File: config.mk
export PLATFORM = sky130hd
export DESIGN_NAME = seg7_scan_capture_flat
export DESIGN_NICKNAME = d
export VERILOG_FILES = /design/src/rtl/seg7_scan_if.sv /design/src/rtl/seg7_scan_capture.sv /design/src/flat_wrapper.sv
export SDC_FILE = /design/constraint.sdc
export NUM_CORES = 1
export LEC_CHECK = 0
export ABC_CLOCK_PERIOD_IN_PS = 3200
export BUFFER_PORTS_ARGS = -buffer_cell sky130_fd_sc_hd__buf_2
export CORE_MARGIN = 2
export CORE_UTILIZATION = 30
export DETAILED_ROUTE_END_ITERATION = 12
export PLACE_DENSITY = 0.52
export SYNTH_ARGS = -nofsm -noshare
export SYNTH_HDL_FRONTEND = slang
export SYNTH_SLANG_ARGS = --single-unit
File: constraint.sdc
create_clock -name clk -period 3.2 [get_ports clk]
set_input_delay 0.8 -clock clk [delete_from_list [all_inputs] [get_ports clk]]
set_output_delay 0.8 -clock clk [all_outputs]
set_load 0.02 [all_outputs]
File: src/rtl/seg7_scan_if.sv
// Multiplexed 7-segment display bus: active-low segments and anodes.
// The display driver is the master; a capture block listens as slave.
interface seg7_scan_if #(
  parameter int DIGITS = 4
);
  logic [7:0]        seg;
  logic [DIGITS-1:0] an;

  modport master (
    output seg,
    output an
  );

  modport slave (
    input seg,
    input an
  );
endinterface

File: src/rtl/seg7_scan_capture.sv
// Recovers BCD digit, decimal point and status per position from a
// multiplexed active-low 7-segment bus, with a dwell stability filter.
module seg7_scan_capture #(
  parameter int DIGITS        = 4,
  parameter int STABLE_CYCLES = 16,
  parameter int CNT_W         = 5
) (
  input  logic                clk,
  input  logic                rst_n,
  seg7_scan_if.slave          bus,
  output logic [4*DIGITS-1:0] digits,
  output logic [DIGITS-1:0]   dp,
  output logic [DIGITS-1:0]   blank,
  output logic [DIGITS-1:0]   err,
  output logic                frame_valid
);

  localparam int SW = DIGITS + 8;
  localparam logic [CNT_W-1:0] C_MAX = CNT_W'(STABLE_CYCLES);
  localparam logic [CNT_W-1:0] C_HIT = CNT_W'(STABLE_CYCLES - 1);

  logic [7:0]        seg_s1;
  logic [7:0]        seg_s2;
  logic [DIGITS-1:0] an_s1;
  logic [DIGITS-1:0] an_s2;

  logic [SW-1:0]     samp;
  logic [SW-1:0]     prev;
  logic [CNT_W-1:0]  cnt;
  logic [CNT_W-1:0]  cnt_next;
  logic [DIGITS-1:0] seen;
  logic [DIGITS-1:0] commit_mask;

  logic              valid;
  logic              same;
  logic              commit;

  logic [3:0]        dec_val;
  logic              dec_blank;
  logic              dec_err;

  // Two-flop synchronisers; idle bus is all ones
  always_ff @(posedge clk or negedge rst_n) begin
    if (!rst_n) begin
      seg_s1 <= '1;
      seg_s2 <= '1;
      an_s1  <= '1;
      an_s2  <= '1;
    end else begin
      seg_s1 <= bus.seg;
      seg_s2 <= seg_s1;
      an_s1  <= bus.an;
      an_s2  <= an_s1;
    end
  end

  assign samp  = {an_s2, seg_s2};
  assign valid = ($countones(~an_s2) == 1);
  assign same  = (samp == prev);

  // Only a dwell reaching the threshold commits; saturation blocks repeats
  assign commit = valid && same && (cnt == C_HIT);

  assign commit_mask = commit ? ~an_s2 : '0;

  always_comb begin
    cnt_next = '0;
    if (valid) begin
      if (same) begin
        cnt_next = (cnt == C_MAX) ? cnt : cnt + 1'b1;
      end else begin
        cnt_next = CNT_W'(1);
      end
    end
  end

  always_ff @(posedge clk or negedge rst_n) begin
    if (!rst_n) begin
      prev <= '1;
      cnt  <= '0;
    end else begin
      prev <= samp;
      cnt  <= cnt_next;
    end
  end

  always_comb begin
    dec_val   = 4'hF;
    dec_blank = 1'b0;
    dec_err   = 1'b0;
    unique case (seg_s2[6:0])
      7'h40:   dec_val = 4'd0;
      7'h79:   dec_val = 4'd1;
      7'h24:   dec_val = 4'd2;
      7'h30:   dec_val = 4'd3;
      7'h19:   dec_val = 4'd4;
      7'h12:   dec_val = 4'd5;
      7'h02:   dec_val = 4'd6;
      7'h58:   dec_val = 4'd7;
      7'h00:   dec_val = 4'd8;
      7'h10:   dec_val = 4'd9;
      7'h7F:   dec_blank = 1'b1;
      default: dec_err = 1'b1;
    endcase
  end

  always_ff @(posedge clk or negedge rst_n) begin
    if (!rst_n) begin
      digits <= '1;
      dp     <= '0;
      blank  <= '1;
      err    <= '0;
    end else begin
      for (int i = 0; i < DIGITS; i++) begin
        if (commit_mask[i]) begin
          digits[4*i +: 4] <= dec_val;
          dp[i]            <= ~seg_s2[7];
          blank[i]         <= dec_blank;
          err[i]           <= dec_err;
        end
      end
    end
  end

  // A commit landing on the clearing edge counts toward the next frame
  always_ff @(posedge clk or negedge rst_n) begin
    if (!rst_n) begin
      seen        <= '0;
      frame_valid <= 1'b0;
    end else if (&seen) begin
      seen        <= commit_mask;
      frame_valid <= 1'b1;
    end else begin
      seen        <= seen | commit_mask;
      frame_valid <= 1'b0;
    end
  end

endmodule

File: src/flat_wrapper.sv
// flat-port wrapper written by rule: the top's interface ports become plain ports
module seg7_scan_capture_flat 
#(
  parameter int DIGITS        = 4,
  parameter int STABLE_CYCLES = 16,
  parameter int CNT_W         = 5
)
  (clk, rst_n, digits, dp, blank, err, frame_valid, bus_seg, bus_an);
  seg7_scan_if #(.DIGITS(DIGITS)) bus_i ();
  input  logic clk;
  input  logic rst_n;
  output logic [4*DIGITS-1:0] digits;
  output logic [DIGITS-1:0] dp;
  output logic [DIGITS-1:0] blank;
  output logic [DIGITS-1:0] err;
  output logic frame_valid;
  input wire logic [$bits(bus_i.seg)-1:0] bus_seg;
  input wire logic [$bits(bus_i.an)-1:0] bus_an;
  assign bus_i.seg = bus_seg;
  assign bus_i.an = bus_an;
  seg7_scan_capture #(.DIGITS(DIGITS), .STABLE_CYCLES(STABLE_CYCLES), .CNT_W(CNT_W)) u_core (.clk(clk), .rst_n(rst_n), .bus(bus_i), .digits(digits), .dp(dp), .blank(blank), .err(err), .frame_valid(frame_valid));
endmodule
==> results.cfg, run 1 <==
[status]
run_status = finished, final reports clean

[routing]
drt_pre_antenna_iters = 4
drc = 0
drtIter0Drc = 77
via_count = 1703
post_drt_wl_per_cell_um = 14.2
drtAntennaViolNets = 0
routed_wl_um = 5550
viasPerCell = 4.34

[sta]
slew-limit-headroom = 0.563
setup_violations = 0
finalCritPeriodShare = 0.912
max_freq_mhz = 343
fin_setup_tns_ns = 0
period_needed_ns = 2.92
worst-slew-pin-transition_ns = 0.656
finalHoldViolCount = 0
rsz0062_at_grt = no
drv_slew = 0
fin_skew_ns = 0.00781

[synth]
netlist.area_leader.share = 0.490
yosysUniqueCellTypes = 40
synth_flop_cell = dfstp_2
synth_area_leader_cell = dfstp_2
synthTopCellsByArea = dfstp_2 (49%), dfrtp_1 (15%), mux2_2 (8.6%)
synth_compound_area_frac = 0.0325
postSynthAreaPerCell_um2 = 14.8
syn-num-nets = 224
muxShareOfSynthArea = 0.107
synth_fa_ha_area_frac = 0.0317
synth-seq-cells = 74
synthSimpleGateAreaFrac = 0.115
synth_top_family_by_area = simple AND/OR/NAND/NOR gates
syn_area_um2 = 3000
yosysSeqAreaShare = 0.640
synth_warnings = 0
synth_commonest_cells = dfstp_2 (56), mux2_2 (23), dfrtp_1 (18), inv_1 (13), xor2_1 (13)
synth_cells = 203
yosysMostFrequentCell = dfstp_2
synthXorXnorAreaFrac = 0.0438
async_flop_share = 1.00
synth_edf_count = 0

[clock_tree]
numCtsBuffers = 9
clockBufferDepth = 2
cts_sinks = 74
cts_max_level = 3
post_cts_buffers = 0
clk_pin_slew_worst_paths_ns = 0.08
cts_resized = 0
cts_tree = yes
cts_hold_buf = 0
clock_latency_ns = 0.35
root_buffer = clkbuf_8

[die]
die_h_um = 104
ios = 43
coreArea_um2 = 9730
die_area_um2 = 10800
die_w_um = 104
num_rows = 36
start_util = 0.309

[cells_and_area]
nets = 275
fillers = 965
drive_above_1_share = 0.587
final_area_um2 = 3590
areaGrowthSynthToFinish_pct = 19.5
final_util = 0.369
antennaDiodeCount = 0

[grt]
grt_max_degree = 48
grtUsageTotal = 0.112
antenna_found_initial = 0
grtUsageMet2 = 0.156
grt_pass1_vias = 1765
top_usage_layer = met1
grt-ovfl-total = 0
grt_pass1_wl_um = 9360
grtUsageMet3 = 0.0338
use_met1 = 0.157

[critical_path]
critical-path-max-stage-delay_ns = 0.59
cp_num_buf_inv = 2
critPathCaptureType = flip-flop
crit_top_cell = ha_1
cp_max_fo = 8
cp_top_family = adder cells
slowest_stage = dfstp_2
required_ns = 3.44
cp_data_arrival_time_ns = 3.16
crit_chain = inv_1, ha_1, ha_1, fa_1, nor2_1, nand2_1, nor4b_4, buf_4, mux2_2
worst_setup_path_start_kind = flip-flop
crit_type = reg -> reg

[place]
dpl_cell_area_um2 = 3390
place_congestion = 0.754
port_buffers = 42
dp.final_hpwl_um = 3830

[hold_path]
hold_class = reg -> reg

[power_and_ir_drop]
power_density_nw_per_um2 = 510
p_leak_nw = 1.61
ir_drop_uv = 238

[job]
cap_violations = 0
==> power by group <==
| part | total, mW | internal (mW) | switching, mW |
|---|---|---|---|
| clock network | 0.739 | 0.381 | 0.358 |
| logic | 0.0843 | 0.0325 | 0.0518 |
| registers | 1.01 | 0.981 | 0.0282 |
| total | 1.83 | 1.39 | 0.438 |
==> registers in the layout, indices dropped and copies added (netlist names) <==
| register | flops |
|---|---|
| u_core.cnt | 5 |
| u_core.err | 4 |
| u_core.dp | 4 |
| u_core.an_s2 | 4 |
| u_core.digits | 16 |
| u_core.frame_valid | 1 |
| u_core.seen | 4 |
| u_core.seg_s1 | 8 |
| u_core.an_s1 | 4 |
| u_core.seg_s2 | 8 |
| u_core.blank | 4 |
| u_core.prev | 12 |
==> layer usage <==
metal,vias up,share of wire
li1,805,-
met1,848,0.50
met2,43,0.44
met3,7,0.047
met4,0,0.010
met5,-,0
==> worst register-to-register path: stages, from the launching register on <==
cell and delay, ns:
dfstp_2 0.59, inv_1 0.06, ha_1 0.30, ha_1 0.21, fa_1 0.43, nor2_1 0.11, nand2_1 0.25, nor4b_4 0.31
buf_4 0.22, mux2_2 0.34
==> cells in the final DEF (no fill, tap or decap), drive strengths merged, types with 6 or more instances in the layout <==
cell	synthesis	layout
ha	6	6
inv	13	13
nor2	8	8
buf	4	47
dfrtp	18	18
dfstp	56	56
mux2	24	24
xor2	13	13
clkbuf	3	10
==> per-stage QoR <==
step	worst slack (ns)	total power [mW]	cells	hold slack, ns
global route	0.121	1.92	392	0.354
CTS	0.251	1.87	392	0.350
finish	0.280	1.83	392	0.349
global placement	0.355	1.11	376	0.345
detailed placement	0.259	1.11	376	0.347
floorplan	0.393	1.07	203	0.345
==> cells by family after synthesis <==
kind of cell | Yosys count
buffers and inverters | 20
xor gates and xnor gates | 15
adders and majority gates | 7
and+or+nand+nor | 44
AOI/OAI and AO/OA | 14
DFF | 74
muxes | 29
==> final timing paths <==
path / startpoint / end / slack, ns / depth (start not counted)
worst max-delay path: u_core.an_s2[0] / u_core.err[2] / 0.28 / 9
worst max register to register: u_core.an_s2[0] / u_core.err[2] / 0.28 / 9
max in group asynchronous: rst_n / u_core.digits[1] / 2.00 / 2
worst min-delay path: u_core.seg_s1[0] / u_core.seg_s2[0] / 0.35 / 0
min in group asynchronous: rst_n / u_core.cnt[2] / 0.47 / 1
worst min register to register: u_core.seg_s1[0] / u_core.seg_s2[0] / 0.35 / 0
==> final cells by class <==
cell class	instances	area, µm²	area share
sequential	74	1920	0.535
clock inverter	6	66.3	0.0185
inverter	13	48.8	0.0136
tap	133	166	0.0464
clock buffer	10	138	0.0383
multi-input combinational	109	988	0.275
timing repair buffer	47	260	0.0725
Note: power is estimated with default switching activity, not from simulation.
==> run 2, diff against run 1 <==
--- a/config.mk
+++ b/config.mk
@@ -5,11 +5,13 @@
 export SDC_FILE = /design/constraint.sdc
 export NUM_CORES = 1
 export LEC_CHECK = 0
+export ABC_AREA = 1
 export ABC_CLOCK_PERIOD_IN_PS = 3200
 export BUFFER_PORTS_ARGS = -buffer_cell sky130_fd_sc_hd__buf_2
 export CORE_MARGIN = 2
 export CORE_UTILIZATION = 30
 export DETAILED_ROUTE_END_ITERATION = 12
+export GPL_TIMING_DRIVEN = 0
 export PLACE_DENSITY = 0.52
 export SYNTH_ARGS = -nofsm -noshare
 export SYNTH_HDL_FRONTEND = slang
==> constraint.sdc (replaced) <==
create_clock -name clk -period 3.2 [get_ports clk]
set_input_delay 0.8 -clock clk [delete_from_list [all_inputs] [get_ports clk]]
set_output_delay 0.8 -clock clk [all_outputs]
set_load 0.01 [all_outputs]
==> run 2 against run 1 <==
Net effect: synthesized cell count increased by 70%; global-route usage increased by 0.67 points; count of clock-buffer cells in the layout decreased by 1; synthesized area increased by 11%; final cell count increased by 39%; worst hold slack improved by 0.0068 ns; highest routed layer unchanged.
==> results.cfg, run 2 <==
[cells_and_area]
reg_top3 = u_core.digits (16), u_core.prev (12)
antennaDiodeCount = 0
drive_above_1_share = 0.356
top_register = u_core.digits
instances_no_fill = 545
layout_commonest_cell = nand2_1
nets = 421
areaGrowthSynthToFinish_pct = 18.8
layout_common_cells = nand2_1 (131), dfstp_2 (56), buf_2 (42)
largest_reg_flops = 16
final_area_um2 = 3950
final_util = 0.364

[power_and_ir_drop]
ir_drop_uv = 235
combPwrFrac = 0.071
clkPwrFrac = 0.407
switching_share = 0.236
power.switching_mw = 0.453
seq_power_share = 0.522
power_density_nw_per_um2 = 485
power.total_mw = 1.92
internal-power_mw = 1.46
p_leak_nw = 1.98

[synth]
synth-seq-cells = 74
syn_area_um2 = 3320
synthSimpleGateAreaFrac = 0.296
muxShareOfSynthArea = 0
synth_commonest_cells = nand2_1 (131), dfstp_2 (56), inv_1 (31), nand3_1 (20), dfrtp_1 (18)
syn-num-nets = 367
synth_cells = 346
synth_flop_cell = dfstp_2
synthTopCellsByArea = dfstp_2 (44%), nand2_1 (15%), dfrtp_1 (14%)
synthXorXnorAreaFrac = 0.0158
yosysSeqAreaShare = 0.578
synth_compound_area_frac = 0.0154
postSynthAreaPerCell_um2 = 9.61
netlist.area_leader.share = 0.443
yosysUniqueCellTypes = 29
async_flop_share = 1.00
yosysMostFrequentCell = nand2_1
synth_fa_ha_area_frac = 0.0286
synth_top_family_by_area = simple AND/OR/NAND/NOR gates
synth_area_leader_cell = dfstp_2
synth_edf_count = 0
synth_warnings = 0

[critical_path]
crit_top_cell = ha_1
critical-path-max-stage-delay_ns = 0.57
cp_top_family = simple AND/OR/NAND/NOR gates
worst_setup_path_start_kind = flip-flop
critPathCaptureType = flip-flop
worstReg2RegStart = u_core.an_s2[0]
crit_type = reg -> reg
critPathLaunch = u_core.an_s2[0]
cp_data_arrival_time_ns = 3.22
required_ns = 3.48
cp_max_fo = 10
crit_chain = inv_2, buf_6, ha_1, ha_1, fa_1, nor3_4, nand3_4, nor2_8, buf_8, nand3_1, nand2_1
cp_num_buf_inv = 3
slowest_stage = dfstp_2

[die]
start_util = 0.307
coreArea_um2 = 10800
die_w_um = 109
die_h_um = 109
ios = 43
num_rows = 38
die_area_um2 = 11900

[sta]
slew-limit-headroom = 0.585
whs_ns = 0.356
max_freq_mhz = 341
drv_slew = 0
rsz0062_at_grt = no
finalHoldViolCount = 0
worst-slew-pin-transition_ns = 0.617
fin_ws_ns = 0.266
fin_setup_tns_ns = 0
setup_violations = 0
period_needed_ns = 2.93
fin_skew_ns = 0.00932
finalCritPeriodShare = 0.917

[clock_tree]
root_buffer = clkbuf_8
cts_sinks = 74
clockBufferDepth = 2
cts_hold_buf = 0
post_cts_buffers = 0
cts_tree = yes
numCtsBuffers = 9
cts_max_level = 3
clk_pin_slew_worst_paths_ns = 0.08
clock_latency_ns = 0.34

[routing]
drc = 0
drtAntennaViolNets = 0
via_count = 2359
viasPerCell = 4.33
drt_pre_antenna_iters = 4
post_drt_wl_per_cell_um = 11.6
routed_wl_um = 6320
drtIter0Drc = 166

[place]
pre_cts_ws_ns = 0.199
place_congestion = 0.854
port_buffers = 42
dp.final_hpwl_um = 4580
dpl.cell_count = 529
dpl_cell_area_um2 = 3730

[grt]
grt-ovfl-total = 0
grt_max_degree = 44
antenna_found_initial = 0
grtUsageTotal = 0.119
grt_pass1_wl_um = 11000
grt_pass1_vias = 2354

[hold_path]
hold_class = reg -> reg
min-delay-start = u_core.an_s1[3]

[job]
cap_violations = 0

[status]
run_status = finished, final reports clean
-- run 2: cell types whose count changed in the layout (fill, tap and decap cells not counted), sizes merged, moves of 5 or more --
cell,previous run,this run
inv,13,38
mux2,24,0
mux2i,5,0
nand2,3,132
nand3,5,21
nand4,1,18
nor2,8,23
xor2,13,0
-- run 2: per-layer routing --
layer / wire length (µm) / part of all wire / track usage / vias to the layer above
li1: - / - / - / 1197
met1: 3040 / 0.48 / 0.154 / 1086
met2: 2850 / 0.45 / 0.189 / 68
met3: 339 / 0.054 / 0.0347 / 8
met4: 88 / 0.014 / 0.0407 / 0
met5: 0 / 0 / 0 / -
-- run 2: worst paths after layout --
check                                          to  slack, ns  depth (start not counted)
worst min register to register    u_core.an_s2[3]       0.36                          0
worst min-delay path              u_core.an_s2[3]       0.36                          0
min in group asynchronous           u_core.err[2]       0.40                          1
worst max-delay path            u_core.digits[11]       0.27                         11
worst max register to register  u_core.digits[11]       0.27                         11
max in group asynchronous         u_core.an_s1[0]       2.18                          2
-- run 2: final cells by class --
type	instances	area, µm²
Clock inverter	7	93.8
Fill cell	1111	6890
Clock buffer	9	124
Inverter	38	143
Sequential cell	74	1920
Multi-Input combinational cell	226	1180
Tap cell	140	175
Buffer	8	76.3
Timing Repair Buffer	43	233
-- run 2: power by group through the flow --
stage / Sequential, mW / Clock, mW / Combinational (mW)
2_1_floorplan: 1.01 / 0 / 0.0914
3_3_place_gp: 1.02 / 0 / 0.133
3_5_place_dp: 1.02 / 0 / 0.140
4_1_cts: 1.00 / 0.816 / 0.141
5_1_grt: 1.01 / 0.851 / 0.158
6_report: 1.00 / 0.779 / 0.137
-- run 2: cells by family after synthesis --
family                     after synthesis
and+or+nand+nor                        203
xor gates and xnor gates                 6
DFF                                     74
buffers and inverters                   46
adders and majority gates                7
AOI/OAI and AO/OA                       10
-- run 2: what timing repair did --
item / CTS / global route
gates resized for setup: 0 / 0
hold endpoints to repair: 0 / 0
setup endpoints to repair: 0 / 6
==> run 3, diff against run 2 <==
--- a/config.mk
+++ b/config.mk
@@ -5,7 +5,6 @@
 export SDC_FILE = /design/constraint.sdc
 export NUM_CORES = 1
 export LEC_CHECK = 0
-export ABC_AREA = 1
 export ABC_CLOCK_PERIOD_IN_PS = 3200
 export BUFFER_PORTS_ARGS = -buffer_cell sky130_fd_sc_hd__buf_2
 export CORE_MARGIN = 2
==> run 3 against run 2 <==
Net effect: combinational power fell by 25%; first-iteration DRC count fell by 68%; maximum frequency rose by 0.40%; die area fell by 9.3%; largest cell class unchanged.
==> results.cfg, run 3 (same netlist as run 1, synthesis figures left out) <==
[status]
run_status = finished, final reports clean

[cells_and_area]
areaGrowthSynthToFinish_pct = 23.2
largest_reg_flops = 16
reg_top3 = u_core.digits (16), u_core.prev (12)
top_register = u_core.digits
antennaDiodeCount = 0
layout_common_cells = dfstp_2 (56), buf_2 (43), mux2_2 (23)
final_util = 0.380
drive_above_1_share = 0.595
fillers = 972
layout_commonest_cell = dfstp_2
nets = 285

[clock_tree]
cts_tree = yes
cts_max_level = 3
clk_pin_slew_worst_paths_ns = 0.08
numCtsBuffers = 9
clockBufferDepth = 2
root_buffer = clkbuf_8
clock_latency_ns = 0.35
cts_sinks = 74

[routing]
via_count = 1742
drt_pre_antenna_iters = 4
routed_wl_um = 5410
drc = 0
drtIter0Drc = 53
viasPerCell = 4.33
post_drt_wl_per_cell_um = 13.5
drtAntennaViolNets = 0

[sta]
setup_violations = 0
worst-slew-pin-transition_ns = 0.565
finalHoldViolCount = 0
fin_ws_ns = 0.278
slew-limit-headroom = 0.620
fin_setup_tns_ns = 0
max_freq_mhz = 342
drv_slew = 0
fin_skew_ns = 0.00298
finalCritPeriodShare = 0.913
rsz0062_at_grt = no
period_needed_ns = 2.92

[critical_path]
critical-path-max-stage-delay_ns = 0.61
cp_data_arrival_time_ns = 3.16
crit_chain = inv_1, ha_1, ha_1, fa_1, nor2_1, nand2_2, nor4b_4, buf_12, mux2_2
crit_type = reg -> reg
worst_setup_path_start_kind = flip-flop
slowest_stage = dfstp_2
crit_top_cell = ha_1
cp_max_fo = 7
critPathCaptureType = flip-flop
required_ns = 3.44
r2r_cells = 9

[grt]
top_usage_layer = met2
grt_pass1_vias = 1845
grt_max_degree = 64
grt_pass1_wl_um = 9270
use_met1 = 0.143
grt-ovfl-total = 0
grtUsageMet3 = 0.0363
antenna_found_initial = 0
grtUsageMet2 = 0.172
grtUsageTotal = 0.111

[die]
num_rows = 36
ios = 43
die_h_um = 104
coreArea_um2 = 9730
die_area_um2 = 10800
start_util = 0.309
die_w_um = 104

[place]
dp.final_hpwl_um = 3640
pre_cts_ws_ns = -0.0854
place_congestion = 0.706
port_buffers = 42

[job]
cap_violations = 0

[hold_path]
hold_class = in -> async

[power_and_ir_drop]
ir_drop_uv = 269
p_leak_nw = 1.67
power_density_nw_per_um2 = 500
run 3: per-stage QoR:
stage | hold WS (ns) | power, mW | cells | area (µm²)
2_1_floorplan | 0.345 | 1.07 | 203 | 3000
5_1_grt | 0.276 | 1.95 | 402 | 3700
4_1_cts | 0.271 | 1.89 | 402 | 3700
3_5_place_dp | 0.347 | 1.12 | 379 | 3410
3_3_place_gp | 0.346 | 1.11 | 378 | 3380
6_report | 0.286 | 1.85 | 402 | 3700
run 3: critical path: cells and delay by family, from the launching register on:
family	cells	cell delay, ns
flops	1	0.61
simple gates	3	0.70
mux	1	0.33
fa+ha+maj	3	0.94
buf+inv	2	0.23
run 3: path summary, 6_finish.rpt:
| check | start | slack (ns) | to |
|---|---|---|---|
| worst max-delay path | u_core.an_s2[0] | 0.28 | u_core.err[1] |
| worst min-delay path | rst_n | 0.29 | u_core.cnt[3] |
| worst min register to register | u_core.an_s1[3] | 0.36 | u_core.an_s2[3] |
| max in group asynchronous | rst_n | 2.32 | u_core.digits[2] |
| worst max register to register | u_core.an_s2[0] | 0.28 | u_core.err[1] |
| min in group clk | u_core.an_s1[3] | 0.36 | u_core.an_s2[3] |
run 3: layer usage:
metal / vias up / share of wire
met5: - / 0
met4: 0 / 0.016
met3: 12 / 0.042
met2: 33 / 0.46
met1: 872 / 0.48
li1: 825 / -
run 3: cell type report:
cell class,count,area [µm²],share of cell area
Sequential cell,74,1920,0.519
Multi-Input combinational cell,109,991,0.268
Timing Repair Buffer,50,318,0.0859
Tap cell,133,166,0.0450
Clock buffer,9,124,0.0335
Clock inverter,7,86.3,0.0233
Inverter,13,48.8,0.0132
Buffer,7,43.8,0.0118
run 3: timing repair:
| action | in CTS | in global routing |
|---|---|---|
| gates resized for setup | 0 | 1 |
| buffers inserted | 7 | 0 |
| setup endpoints to repair | 15 | 3 |
| hold buffers | 0 | 0 |
| pin swaps | 4 | 0 |
run 3: power by group:
part / switching [mW] / total, mW / internal [mW]
Sequential: 0.0179 / 0.998 / 0.980
Clock: 0.372 / 0.748 / 0.376
Combinational: 0.0645 / 0.103 / 0.0388
